<file path="src/rtl/uart_pkg.sv">
// uart_pkg: shared receiver state encoding and frame constants
package uart_pkg;
  typedef enum logic [2:0] {IDLE, START, DATA, STOP, WAIT_IDLE} rx_state_t;
  localparam int DATA_BITS = 8;
  localparam logic STOP_LEVEL = 1'b1;
endpackage

</file>
<file path="src/rtl/uart_sync.sv">
// uart_sync: STAGES-flop synchronizer presetting to 1 (line idle); ports CLK, Reset, d (async in), q (synced out)
module uart_sync #(
  parameter int STAGES = 2
) (
  input  logic CLK,
  input  logic Reset,
  input  logic d,
  output logic q
);
  logic [STAGES-1:0] s;
  always_ff @(posedge CLK) s <= Reset ? '1 : {s[STAGES-2:0], d};
  assign q = s[STAGES-1];
endmodule

</file>
<file path="src/rtl/uart_receiver.sv">
// uart_receiver: 8N1 UART receiver, MSB first; ports CLK, Reset, rx, DataOUT/Valid/Ready holding register, FrameErr, Overrun, Busy
module uart_receiver
  import uart_pkg::*;
#(
  parameter int CLKS_PER_BIT = 1,
  parameter int SYNC_STAGES  = 2
) (
  input  logic                 CLK,
  input  logic                 Reset,
  input  logic                 rx,
  output logic [DATA_BITS-1:0] DataOUT,
  output logic                 Valid,
  input  logic                 Ready,
  output logic                 FrameErr,
  output logic                 Overrun,
  output logic                 Busy
);
  localparam int CW   = $clog2(CLKS_PER_BIT + 1);
  localparam int BW   = $clog2(DATA_BITS);
  localparam int HALF = CLKS_PER_BIT / 2;
  rx_state_t state, state_n;
  logic [CW-1:0] cnt, cnt_n;
  logic [BW-1:0] bits, bits_n;
  logic [DATA_BITS-1:0] sh, sh_n, data_n;
  logic valid_n, ferr_n, ovr_n, rx_s, tick, good;
  uart_sync #(.STAGES(SYNC_STAGES)) u_sync (.CLK(CLK), .Reset(Reset), .d(rx), .q(rx_s));
  // cnt reads 0 on the reference cycle (t0 or a sample point), so it equals the
  // number of cycles elapsed since then; a bit sample falls due at CLKS_PER_BIT
  assign tick = cnt == CW'(CLKS_PER_BIT);
  assign good = state == STOP && tick && rx_s == STOP_LEVEL;
  assign Busy = state != IDLE;
  always_comb begin
    state_n = state;
    cnt_n   = cnt + CW'(1);
    bits_n  = bits;
    sh_n    = sh;
    data_n  = DataOUT;
    valid_n = Valid && !Ready;
    ferr_n  = 1'b0;
    ovr_n   = 1'b0;
    case (state)
      // with HALF = 0 the start recheck coincides with t0, so START is skipped
      IDLE: begin
        state_n = rx_s ? IDLE : (HALF == 0 ? DATA : START);
        cnt_n   = rx_s ? '0 : CW'(1);
        bits_n  = '0;
      end
      START: if (cnt == CW'(HALF)) begin
        state_n = rx_s ? IDLE : DATA;
        cnt_n   = rx_s ? '0 : CW'(1);
      end
      DATA: if (tick) begin
        sh_n    = {sh[DATA_BITS-2:0], rx_s};
        cnt_n   = CW'(1);
        bits_n  = bits + BW'(1);
        state_n = bits == BW'(DATA_BITS - 1) ? STOP : DATA;
      end
      STOP: if (tick) begin
        state_n = rx_s == STOP_LEVEL ? IDLE : WAIT_IDLE;
        cnt_n   = '0;
        ferr_n  = rx_s != STOP_LEVEL;
      end
      WAIT_IDLE: begin
        state_n = rx_s ? IDLE : WAIT_IDLE;
        cnt_n   = '0;
      end
      default: state_n = IDLE;
    endcase
    // a full register being read this very cycle still has room for the new byte
    if (good) begin
      data_n  = (!Valid || Ready) ? sh : DataOUT;
      valid_n = 1'b1;
      ovr_n   = Valid && !Ready;
    end
  end
  always_ff @(posedge CLK) begin
    if (Reset) begin
      state    <= IDLE;
      cnt      <= '0;
      bits     <= '0;
      sh       <= '0;
      DataOUT  <= '0;
      Valid    <= 1'b0;
      FrameErr <= 1'b0;
      Overrun  <= 1'b0;
    end else begin
      state    <= state_n;
      cnt      <= cnt_n;
      bits     <= bits_n;
      sh       <= sh_n;
      DataOUT  <= data_n;
      Valid    <= valid_n;
      FrameErr <= ferr_n;
      Overrun  <= ovr_n;
    end
  end
endmodule
</file>
<file path="config.mk">
export PLATFORM = sky130hd
export DESIGN_NAME = uart_receiver
export DESIGN_NICKNAME = d
export VERILOG_FILES = /design/src/rtl/uart_pkg.sv /design/src/rtl/uart_sync.sv /design/src/rtl/uart_receiver.sv
export SDC_FILE = /design/constraint.sdc
export NUM_CORES = 1
export LEC_CHECK = 0
export CELL_PAD_IN_SITES_DETAIL_PLACEMENT = 1
export CELL_PAD_IN_SITES_GLOBAL_PLACEMENT = 2
export CORE_ASPECT_RATIO = 1.25
export CORE_MARGIN = 5
export CORE_UTILIZATION = 33
export DETAILED_ROUTE_END_ITERATION = 10
export PLACE_DENSITY_LB_ADDON = 0.1
export SLEW_MARGIN = 10
export SYNTH_ARGS = -nofsm -noshare
export SYNTH_HDL_FRONTEND = slang
export SYNTH_SLANG_ARGS = --single-unit
</file>
<file path="constraint.sdc">
create_clock -name CLK -period 1.64 [get_ports CLK]
set_input_delay 0.492 -clock CLK [delete_from_list [all_inputs] [get_ports CLK]]
set_output_delay 0.492 -clock CLK [all_outputs]
set_load 0.005 [all_outputs]
</file>
==> impl_metrics.toml <==
[timing]
max_freq_mhz = 633
skew_ns = 0.00674
worstMarginPinSlew_ns = 0.211
min_period_ns = 1.58
hold_viol_final = 0
setup_viol = 0
slew-limit-headroom_pct = 85.8
drv_slew = 0
tns_ns = 0
rsz0062_at_grt = "no"
finalWorstSetupSlack_ns = 0.0611
period_share_pct = 96.3

[synth]
ys_ff_latch = 28
synth-main-ff-cell = "dfxtp_1"
synthTopCellsByCount = "28 x dfxtp_1, 18 x nand2b_1, 16 x mux2i_1"
synth_edf_count = 0
avgSynthCellArea_um2 = 10.0
ys_seq_area_share_pct = 47.5
syn_inst = 118
synth.cell_area_um2 = 1180
netlist.area_leader.share_pct = 47.5
yosys-top-cells-area = "dfxtp_1 48%, mux2i_1 14%, nand2b_1 9.5%, nor2_1 3.2%, a21oi_1 2.1%"
syn-num-nets = 124
yosysUniqueCellTypes = 28
yosysMostFrequentCell = "dfxtp_1"
async_reset_ff_share_pct = 0
yosys_warnings = 0
yosysTopAreaCell = "dfxtp_1"

[pwr]
vdd_drop_max_mv = 0.383
p_leak_uw = 0.000670
p_per_area_nw_per_um2 = 803

[global_route]
antenna_found_initial = 0
busiest_layer = "met2"
grt_pass1_wl_mm = 4.12
grt-ovfl-total = 0
grt_pass1_vias = 926
grt_max_degree = 17
grtUsageTotal_pct = 10.2
grtUsageMet1_pct = 12.3
met3_usage_pct = 2.05
use_met2_pct = 16.7

[route]
num_vias = 885
drt_iter0_markers = 22
drc = 0
vias_per_cell = 5.03
wl_per_cell_um = 13.3
ant_nets = 0
first_pass_iters = 3
wirelength_mm = 2.34

[clock_network]
clk_latency_ns = 0.27
clockBufferDepth = 2
clkTransAtPathRegs_ns = 0.09
htreeDepth = 1
cts_tree = "yes"
cts_sinks = 28
cts_setup_buffers = 0
cts_root_buf = "clkbuf_8"
cts_buffers = 3

[place]
io_buffer_count = 15
gp_congestion = 0.728
placed_cells = 172
dpl_worst_slack_ns = -0.0783
place_hpwl_mm = 1.76

[die]
ioPinCount = 16
coreArea_um2 = 3480
die_area_um2 = 4880
initial_core_util_pct = 33.9
die_w_um = 63.5
die_y_um = 76.9
fp-row-count = 24

[job]
maxCapViolations = 0

[final_layout]
antenna_cells = 0
nNetsFinal = 144
final-instance-count-excl-fill = 176
drive_above_1_share_pct = 15.3
area_delta_synth_final_pct = 24.3

[setup_path]
critical_path_class = "register to primary output"
required_ns = 1.15
arrival_ns = 1.09
crit_chain = "clkdlybuf4s50_1"
reg2regPathDepth = 5
rrSetupSlack_ns = 0.22
endpoint_kind = "primary output"
start_kind = "register"
cp_max_fo = 2
r2r-end = "DataOUT[7]"
reg2reg_from = "state[2]"
critPathTopFamily = "buffers and inverters"
cpPeakStageDelay_ns = 0.49
critPathBufInv = 1
cp_slowest_cell = "clkdlybuf4s50_1"
critPathLaunch = "DataOUT[1]"

[worst_hold_path]
hold_path.startpoint = "u_sync.s[0]"
hold_end = "u_sync.s[1]"
hold_depth = 1
hold_class = "register to register"

[run_status]
status = "complete, no violations"
[logic make-up (layout without fill, tap and decap cells)]
group                      after synthesis  count (layout)  synth area share, %
adders and majority gates                2               2                 2.12
buffers and inverters                   11              30                 5.30
and+or+nand+nor                         47              47                 24.3
AOI/OAI and AO/OA                       14              14                 7.21
DFF                                     28              28                 47.5
muxes                                   16              16                 13.6
[layout make-up]
type                            instances  area [µm²]
Clock buffer                            4        55.1
Fill cell                             403        2020
Inverter                                1        3.75
Multi-Input combinational cell         79         557
Sequential cell                        28         566
Tap cell                               39        48.8
Timing Repair Buffer                   25         236
[sequential cells by signal (all words and copies together), names as in the netlist]
name and cells:
bits 3, FrameErr 1, u_sync.s 2, cnt 1, state 3, sh 8
Overrun 1, DataOUT 8, Valid 1
[power by group]
group / total (µW) / switching [µW] / internal (µW)
Sequential: 690 / 4.73 / 686
Clock: 423 / 208 / 215
Combinational: 64.0 / 32.0 / 31.9
Total: 1180 / 245 / 932
[repair_timing]
item	in CTS	in global routing
gates resized for setup	6	10
hold buffers	0	0
setup endpoints to repair	2	8
[layout by cell type, fill, tap and decap left out, types with 3 or more instances in the layout]
master / n
buf_4: 10
dfxtp_1: 24
clkbuf_8: 4
mux2i_1: 16
dfxtp_2: 4
nor3_1: 3
clkdlybuf4s50_1: 6
nor2_1: 10
a21oi_1: 5
or2_1: 3
dlymetal6s2s_1: 7
nand2b_1: 18
[metrics by stage]
step | power [µW] | cell area (µm²) | util, % | hold WS (ns)
after floorplan | 747 | 1180 | - | 0.383
after global routing | 1240 | 1470 | 42.1 | 0.447
after detailed placement | 774 | 1400 | 40.1 | 0.398
final | 1180 | 1470 | 42.1 | 0.415
after CTS | 1200 | 1450 | 41.5 | 0.423
after global placement | 772 | 1400 | 40.1 | 0.386
[how the worst max path moves through the flow]
stage | end | slack [ns] | cells past startpoint
after floorplan | Busy | 0.30 | 2
after global placement | DataOUT[0] | -0.03 | 5
after detailed placement | DataOUT[7] | -0.08 | 5
after CTS | DataOUT[5] | 0.007 | 1
after global routing | Busy | 0.007 | 2
final | DataOUT[1] | 0.06 | 1
[routing by layer]
layer	wire length (µm)	part of all wire [%]
met2	1170	50
met1	1040	45
met5	0	0
met3	81	3.5
met4	50	2.1
Note: power is estimated with default switching activity, not from simulation.
